<file path="config.mk">
export PLATFORM = sky130hd
export DESIGN_NAME = cpu_trace_emitter_flat
export DESIGN_NICKNAME = d
export VERILOG_FILES = /design/src/rtl/cpu_trace_emitter_pkg.sv /design/src/rtl/cpu_trace_emitter_if.sv /design/src/rtl/cpu_trace_emitter_nibble_to_ascii.sv /design/src/rtl/cpu_trace_emitter.sv /design/src/flat_wrapper.sv
export SDC_FILE = /design/constraint.sdc
export NUM_CORES = 1
export LEC_CHECK = 0
export CAP_MARGIN = 40
export CORE_AREA = 3 3 112 114
export CTS_BUF_LIST = sky130_fd_sc_hd__clkbuf_2
export DETAILED_ROUTE_END_ITERATION = 12
export DIE_AREA = 0 0 115 117
export PLACE_DENSITY = 0.81
export SLEW_MARGIN = 20
export SYNTH_ARGS = -nofsm -noshare
export SYNTH_HDL_FRONTEND = slang
export SYNTH_SLANG_ARGS = --single-unit
</file>
<file path="constraint.sdc">
create_clock -name clk -period 5.85 [get_ports clk]
set_clock_uncertainty 0.1 [all_clocks]
set_input_delay 0.8775 -clock clk [delete_from_list [all_inputs] [get_ports clk]]
set_output_delay 0.8775 -clock clk [all_outputs]
set_load 0.02 [all_outputs]
</file>
<file path="src/rtl/cpu_trace_emitter_pkg.sv">
// Shared types and constants for the CPU trace line serializer.
// Holds the emitter state enum, ASCII codes, digit counts and nibble helpers.
package cpu_trace_pkg;

  typedef enum logic [3:0] {
    ST_IDLE,
    ST_CARET,
    ST_TIME,
    ST_AT,
    ST_PC,
    ST_COLON,
    ST_SPACE,
    ST_TAG,
    ST_FIELD,
    ST_ARROW,
    ST_DATA,
    ST_HASH
  } state_t;

  localparam logic [7:0] ASCII_CARET   = 8'h5e;
  localparam logic [7:0] ASCII_AT      = 8'h40;
  localparam logic [7:0] ASCII_COLON   = 8'h3a;
  localparam logic [7:0] ASCII_SPACE   = 8'h20;
  localparam logic [7:0] ASCII_DOLLAR  = 8'h24;
  localparam logic [7:0] ASCII_STAR    = 8'h2a;
  localparam logic [7:0] ASCII_LT      = 8'h3c;
  localparam logic [7:0] ASCII_EQ      = 8'h3d;
  localparam logic [7:0] ASCII_HASH    = 8'h23;
  localparam logic [7:0] ASCII_ZERO    = 8'h30;
  localparam logic [7:0] ASCII_LOWER_A = 8'h61;

  localparam int WORD_DIGITS = 8;
  localparam int TIME_DIGITS = 4;

  localparam logic [3:0] WORD_LAST_IDX = 4'(WORD_DIGITS - 1);
  localparam logic [3:0] TIME_LAST_IDX = 4'(TIME_DIGITS - 1);

  function automatic logic time_is_bcd(input logic [15:0] t);
    logic ok;
    ok = 1'b1;
    for (int d = 0; d < TIME_DIGITS; d++) begin
      if (t[4*d +: 4] > 4'd9) ok = 1'b0;
    end
    return ok;
  endfunction

  // Index (0 = most significant) of the first digit to print; 0000 prints its last digit.
  function automatic logic [3:0] time_first_digit(input logic [15:0] t);
    logic [3:0] idx;
    idx = TIME_LAST_IDX;
    for (int d = TIME_DIGITS - 2; d >= 0; d--) begin
      if (t[4*(TIME_DIGITS-1-d) +: 4] != 4'h0) idx = 4'(d);
    end
    return idx;
  endfunction

  function automatic logic [3:0] time_nibble(input logic [15:0] t, input logic [3:0] idx);
    int sh;
    sh = 4 * (TIME_DIGITS - 1 - (int'(idx) & 3));
    return t[sh +: 4];
  endfunction

  function automatic logic [3:0] word_nibble(input logic [31:0] w, input logic [3:0] idx);
    int sh;
    sh = 4 * (WORD_DIGITS - 1 - (int'(idx) & 7));
    return w[sh +: 4];
  endfunction

endpackage

</file>
<file path="src/rtl/cpu_trace_emitter_if.sv">
// Request/character bundle between the write-back observer and the trace emitter.
interface cpu_trace_emitter_if;
  logic        req_valid;
  logic        req_ready;
  logic        req_type;
  logic [15:0] req_time;
  logic [31:0] req_pc;
  logic [4:0]  req_grf;
  logic [31:0] req_addr;
  logic [31:0] req_data;
  logic        req_err;
  logic [7:0]  char;
  logic        char_valid;
  logic        char_last;

  modport master (
    output req_valid, req_type, req_time, req_pc, req_grf, req_addr, req_data,
    input  req_ready, req_err, char, char_valid, char_last
  );

  modport slave (
    input  req_valid, req_type, req_time, req_pc, req_grf, req_addr, req_data,
    output req_ready, req_err, char, char_valid, char_last
  );
endinterface

</file>
<file path="src/rtl/cpu_trace_emitter_nibble_to_ascii.sv">
// Combinational 4-bit value to lowercase hex / decimal ASCII character.
module nibble_to_ascii
  import cpu_trace_pkg::*;
(
  input  logic [3:0] nibble,
  output logic [7:0] ascii
);
  always_comb begin
    if (nibble < 4'd10) ascii = ASCII_ZERO + {4'h0, nibble};
    else                ascii = ASCII_LOWER_A + {4'h0, nibble} - 8'd10;
  end
endmodule

</file>
<file path="src/rtl/cpu_trace_emitter.sv">
// Latches one write-back event and streams its ASCII trace line, one character per cycle.
// Outputs decode the registered state directly, so the '^' appears the cycle after accept.
module cpu_trace_emitter
  import cpu_trace_pkg::*;
(
  input logic               clk,
  input logic               reset,
  cpu_trace_emitter_if.slave bus
);
  state_t      state_reg, state_next;
  logic [3:0]  cnt_reg, cnt_next;
  logic        err_reg, err_next;
  logic        type_reg;
  logic [15:0] time_reg;
  logic [3:0]  time_start_reg;
  logic [31:0] pc_reg;
  logic [4:0]  grf_reg;
  logic [31:0] addr_reg;
  logic [31:0] data_reg;

  logic        ready;
  logic        accept;
  logic        field_last;
  logic [1:0]  grf_tens;
  logic [4:0]  grf_ones;
  logic [3:0]  digit;
  logic [7:0]  digit_char;
  logic [7:0]  char_out;

  // '#' cycle also accepts, giving gap-free back-to-back lines.
  assign ready  = (state_reg == ST_IDLE) || (state_reg == ST_HASH);
  assign accept = bus.req_valid && ready;

  always_ff @(posedge clk) begin
    if (reset) begin
      state_reg <= ST_IDLE;
      cnt_reg   <= 4'h0;
      err_reg   <= 1'b0;
    end else begin
      state_reg <= state_next;
      cnt_reg   <= cnt_next;
      err_reg   <= err_next;
    end
  end

  always_ff @(posedge clk) begin
    if (accept) begin
      type_reg       <= bus.req_type;
      time_reg       <= bus.req_time;
      time_start_reg <= time_first_digit(bus.req_time);
      pc_reg         <= bus.req_pc;
      grf_reg        <= bus.req_grf;
      addr_reg       <= bus.req_addr;
      data_reg       <= bus.req_data;
    end
  end

  // Register number in decimal: tens by threshold compare, ones by subtraction.
  always_comb begin
    grf_tens = 2'd0;
    grf_ones = grf_reg;
    if (grf_reg >= 5'd30) begin
      grf_tens = 2'd3;
      grf_ones = grf_reg - 5'd30;
    end else if (grf_reg >= 5'd20) begin
      grf_tens = 2'd2;
      grf_ones = grf_reg - 5'd20;
    end else if (grf_reg >= 5'd10) begin
      grf_tens = 2'd1;
      grf_ones = grf_reg - 5'd10;
    end
  end

  assign field_last = type_reg ? (cnt_reg == WORD_LAST_IDX) : (cnt_reg == 4'd1);

  always_comb begin
    state_next = state_reg;
    cnt_next   = cnt_reg;
    err_next   = 1'b0;
    case (state_reg)
      ST_CARET: begin
        state_next = ST_TIME;
        cnt_next   = time_start_reg;
      end
      ST_TIME: begin
        if (cnt_reg == TIME_LAST_IDX) state_next = ST_AT;
        else                          cnt_next   = cnt_reg + 4'd1;
      end
      ST_AT: begin
        state_next = ST_PC;
        cnt_next   = 4'h0;
      end
      ST_PC: begin
        if (cnt_reg == WORD_LAST_IDX) state_next = ST_COLON;
        else                          cnt_next   = cnt_reg + 4'd1;
      end
      ST_COLON: state_next = ST_SPACE;
      ST_SPACE: state_next = ST_TAG;
      ST_TAG: begin
        state_next = ST_FIELD;
        // Single-digit register numbers skip straight to the ones slot.
        cnt_next   = (type_reg || grf_tens != 2'd0) ? 4'h0 : 4'h1;
      end
      ST_FIELD: begin
        if (field_last) begin
          state_next = ST_ARROW;
          cnt_next   = 4'h0;
        end else begin
          cnt_next   = cnt_reg + 4'd1;
        end
      end
      ST_ARROW: begin
        if (cnt_reg == 4'd3) begin
          state_next = ST_DATA;
          cnt_next   = 4'h0;
        end else begin
          cnt_next   = cnt_reg + 4'd1;
        end
      end
      ST_DATA: begin
        if (cnt_reg == WORD_LAST_IDX) state_next = ST_HASH;
        else                          cnt_next   = cnt_reg + 4'd1;
      end
      default: begin
        // ST_IDLE and ST_HASH: both may take a new event.
        state_next = ST_IDLE;
        if (accept) begin
          if (time_is_bcd(bus.req_time)) state_next = ST_CARET;
          else                           err_next   = 1'b1;
        end
      end
    endcase
  end

  always_comb begin
    digit = 4'h0;
    case (state_reg)
      ST_TIME:  digit = time_nibble(time_reg, cnt_reg);
      ST_PC:    digit = word_nibble(pc_reg, cnt_reg);
      ST_FIELD: begin
        if (type_reg)              digit = word_nibble(addr_reg, cnt_reg);
        else if (cnt_reg == 4'h0)  digit = {2'b00, grf_tens};
        else                       digit = 4'(grf_ones);
      end
      ST_DATA:  digit = word_nibble(data_reg, cnt_reg);
      default:  digit = 4'h0;
    endcase
  end

  nibble_to_ascii u_digit (
    .nibble (digit),
    .ascii  (digit_char)
  );

  always_comb begin
    char_out = 8'h00;
    case (state_reg)
      ST_CARET: char_out = ASCII_CARET;
      ST_TIME,
      ST_PC,
      ST_FIELD,
      ST_DATA:  char_out = digit_char;
      ST_AT:    char_out = ASCII_AT;
      ST_COLON: char_out = ASCII_COLON;
      ST_SPACE: char_out = ASCII_SPACE;
      ST_TAG:   char_out = type_reg ? ASCII_STAR : ASCII_DOLLAR;
      ST_ARROW: begin
        case (cnt_reg)
          4'd1:    char_out = ASCII_LT;
          4'd2:    char_out = ASCII_EQ;
          default: char_out = ASCII_SPACE;
        endcase
      end
      ST_HASH:  char_out = ASCII_HASH;
      default:  char_out = 8'h00;
    endcase
  end

  assign bus.req_ready  = ready;
  assign bus.req_err    = err_reg;
  assign bus.char       = char_out;
  assign bus.char_valid = (state_reg != ST_IDLE);
  assign bus.char_last  = (state_reg == ST_HASH);

endmodule

</file>
<file path="src/flat_wrapper.sv">
// flat-port wrapper written by rule: the top's interface ports become plain ports
module cpu_trace_emitter_flat import cpu_trace_pkg::*;
  (clk, reset, bus_req_valid, bus_req_type, bus_req_time, bus_req_pc, bus_req_grf, bus_req_addr, bus_req_data, bus_req_ready, bus_req_err, bus_char, bus_char_valid, bus_char_last);
  cpu_trace_emitter_if bus_i ();
  input logic clk;
  input logic reset;
  input wire logic [$bits(bus_i.req_valid)-1:0] bus_req_valid;
  input wire logic [$bits(bus_i.req_type)-1:0] bus_req_type;
  input wire logic [$bits(bus_i.req_time)-1:0] bus_req_time;
  input wire logic [$bits(bus_i.req_pc)-1:0] bus_req_pc;
  input wire logic [$bits(bus_i.req_grf)-1:0] bus_req_grf;
  input wire logic [$bits(bus_i.req_addr)-1:0] bus_req_addr;
  input wire logic [$bits(bus_i.req_data)-1:0] bus_req_data;
  output wire logic [$bits(bus_i.req_ready)-1:0] bus_req_ready;
  output wire logic [$bits(bus_i.req_err)-1:0] bus_req_err;
  output wire logic [$bits(bus_i.char)-1:0] bus_char;
  output wire logic [$bits(bus_i.char_valid)-1:0] bus_char_valid;
  output wire logic [$bits(bus_i.char_last)-1:0] bus_char_last;
  assign bus_i.req_valid = bus_req_valid;
  assign bus_i.req_type = bus_req_type;
  assign bus_i.req_time = bus_req_time;
  assign bus_i.req_pc = bus_req_pc;
  assign bus_i.req_grf = bus_req_grf;
  assign bus_i.req_addr = bus_req_addr;
  assign bus_i.req_data = bus_req_data;
  assign bus_req_ready = bus_i.req_ready;
  assign bus_req_err = bus_i.req_err;
  assign bus_char = bus_i.char;
  assign bus_char_valid = bus_i.char_valid;
  assign bus_char_last = bus_i.char_last;
  cpu_trace_emitter u_core (.clk(clk), .reset(reset), .bus(bus_i));
endmodule
</file>
==> flow_summary.toml <==
[route]
wl_per_cell_um = 18.6
met2RoutedLength_mm = 6.62
met3_length_um = 885
via_per_inst = 5.76
dr.pass1.iters = 5
post-route-drc-count = 0
dr.max_layer_used = "met4"
ant_nets = 0
drt_iter0_drc = 298
vias = 4024
drt_wl_total_mm = 13.0
met1_length_mm = 5.29

[placement]
dp_cells = 667
dpl.hpwl_mm = 9.97
port_buffers = 131
place_congestion = 0.848

[sta]
rsz0062_at_grt = "no"
worst_hold_slack_ns = 0.432
timing.fmax_ghz = 0.182
worstMarginPinSlew_ns = 0.837
period_minus_slack_ns = 5.50
fin_setup_tns_ns = 0
drv_slew = 0
slew_headroom_pct = 43.3
min_period_over_period_pct = 94.0
setup_violations = 0
timing_hold_violations_final = 0

[worst_setup_path]
critPathKind = "reg2out"
critPathTopFamily = "simple AND/OR/NAND/NOR gates"
crit_path_start_kind = "register"
worst-path-buf-inv = 2
cp_slowest_stage_delay_ns = 0.73
crit_start = "u_core.state_reg[2]"
cpMostUsedCell = "mux4_2"
slowest_stage = "and4bb_4"
cp_max_fo = 22
end_kind = "output pin"
required_ns = 4.87
rr_startpoint = "u_core.cnt_reg[0]"
cp_cell_sequence = "and4bb_4 > mux4_2 > mux4_2 > nor2b_1 > a211oi_2 > ha_1 > inv_1 > o21ba_1 > a211o_1 > clkdlybuf4s50_1"
worstPathArrival_ns = 4.52

[clock_tree]
root_buffer = "clkbuf_2"
cts.sinks = 129
cts_tree = "done"
numCtsBuffers = 17
cts_max_path_buffers = 2
cts_setup_buffers = 0
cts_htree_levels = 4
cts_hold_buffers = 0
clkTransAtPathRegs_ns = 0.20
clk_latency_ns = 0.63

[global_routing]
grt_first_pass_wirelength_mm = 20.3
grt_usage_pct = 19.9
grt_max_degree = 51
antenna_found_initial = 0
first_global_vias = 4051
overflow = 0

[yosys]
syn_inst = 409
synth-edff-count = 120
synth_top_cell_by_area = "edfxtp_1"
ys_seq_area_share_pct = 63.0
synth_top_area_share_pct = 60.0
synth-seq-cells = 129
yosysWarnings = 0
syn_nets = 540
syn_area_per_cell_sq_um = 14.7
synth_ff_type = "edfxtp_1"
synth_area_leaders = "edfxtp_1 60%, mux4_2 9.0%, dfxtp_1 3.0%"
synth.distinct_cells = 65
synthArstFlopShare_pct = 0
netlist_area_sq_mm = 0.00600

[finish]
regArea_sq_mm = 0.00378
layout.cells.non_filler = 699
n_antenna_cell = 0
n_fill_cell = 808
nets = 674
multi_input_area_sq_mm = 0.00206
drive_above_1_share_pct = 13.7
syn2layout_area_growth_pct = 28.1

[min_path]
hp-start = "u_core.cnt_reg[3]"
hp-class = "reg2reg"

[floorplan]
die_w_um = 115
rows = 39
die-height_um = 117
ios = 133
fp.coreArea_sq_mm = 0.0115
start_util_pct = 52.1
die-area_sq_mm = 0.0135

[outcome]
outcome = "complete, no violations"

[power_and_ir_drop]
p_per_area_mw_per_mm2 = 257
finalPower_mw = 1.97
irDropWorstVdd_v = 0.000178
power.leakage_nw = 2.58

[flow_run]
max-cap-violations = 0
cell usage in the layout, fill, tap and decap left out, types with 3 or more instances in the layout:
cell             instances
or4_1                    3
mux4_2                  24
clkinvlp_4               6
nor3b_1                  4
a211o_1                  3
dfxtp_1                  8
nand3_1                  6
mux2i_1                 15
nor4_1                   3
nand3b_1                 4
a21boi_0                 3
nor2_1                  16
nand2b_1                 7
nor4b_1                  5
a22oi_1                  3
ha_1                    10
o31ai_1                  3
clkbuf_2                17
clkinv_1                 3
a21oi_1                 25
and2_1                   5
a31oi_1                  5
nor3_1                   3
o211ai_1                 4
nor2b_1                  5
o21ai_1                  4
clkdlybuf4s50_1        131
buf_4                    8
inv_1                    9
o21ai_0                 17
nand2_1                 27
edfxtp_1               120
report_power, final:
part	internal, mW	switching [mW]
sequential	1.10	0.0364
clock	0.190	0.317
combinational	0.179	0.150
cell families (layout without fill, tap and decap cells):
group | Yosys count | count (layout) | share of synthesized area [%]
AO/OA/AOI/OAI | 92 | 92 | 10.4
XOR/XNOR | 1 | 1 | 0.146
adder cells (fa/ha/maj) | 10 | 10 | 2.08
buffers and inverters | 34 | 181 | 2.61
flip-flops | 129 | 129 | 63.0
multiplexers | 41 | 41 | 11.9
other | 1 | 1 | 0.0625
AND/OR/NAND/NOR | 101 | 101 | 9.82
per-stage QoR:
step	worst slack [ns]	instance area, sq um	utilization, %
after global placement	1.03	7430	64.5
after floorplan	0.838	6000	-
after detailed placement	0.942	7460	64.8
after CTS	0.172	7690	66.8
after global routing	0.132	7690	66.8
final	0.349	7690	66.8
repair_timing:
| item | CTS | global route |
|---|---|---|
| endpoints found under the setup margin | 0 | 1 |
| hold endpoints to repair | 0 | 0 |
| gates resized for setup | 0 | 1 |
cells in the mapped netlist, types with 6 or more instances:
| library cell | number |
|---|---|
| edfxtp_1 | 120 |
| nand2_1 | 27 |
| a21oi_1 | 25 |
| mux4_2 | 24 |
| o21ai_0 | 17 |
| nor2_1 | 16 |
| mux2i_1 | 15 |
| clkbuf_1 | 12 |
| ha_1 | 10 |
| dfxtp_1 | 9 |
| inv_1 | 9 |
| nand2b_1 | 7 |
| and2_1 | 6 |
| nand3_1 | 6 |
final cells by class:
cell class | instances | share of cell area, %
repair buffers | 140 | 18.2
clock buffers | 17 | 1.11
well taps | 143 | 2.33
flip-flops and latches | 129 | 49.2
multi-input cells | 246 | 26.8
clock inverters | 15 | 1.87
inverters | 9 | 0.439
worst min-delay path, cell delays in order, from the launching register on:
cell     delay (ns)
dfxtp_1        0.39
nand2_1        0.07
a21oi_1        0.05
path summary, 6_finish.rpt:
kind | endpoint | slack [ns] | depth (start not counted)
max | bus_char[2] | 0.35 | 10
min | u_core.cnt_reg[3] | 0.43 | 2
max reg2reg | u_core.state_reg[3] | 2.84 | 9
min reg2reg | u_core.cnt_reg[3] | 0.43 | 2
routing by layer:
metal	up-vias	global-route usage, %
li1	1894	-
met1	1923	25.6
met5	-	0
met2	189	33.4
met3	18	4.68
met4	0	7.20
Note: power is estimated with default switching activity, not from simulation.
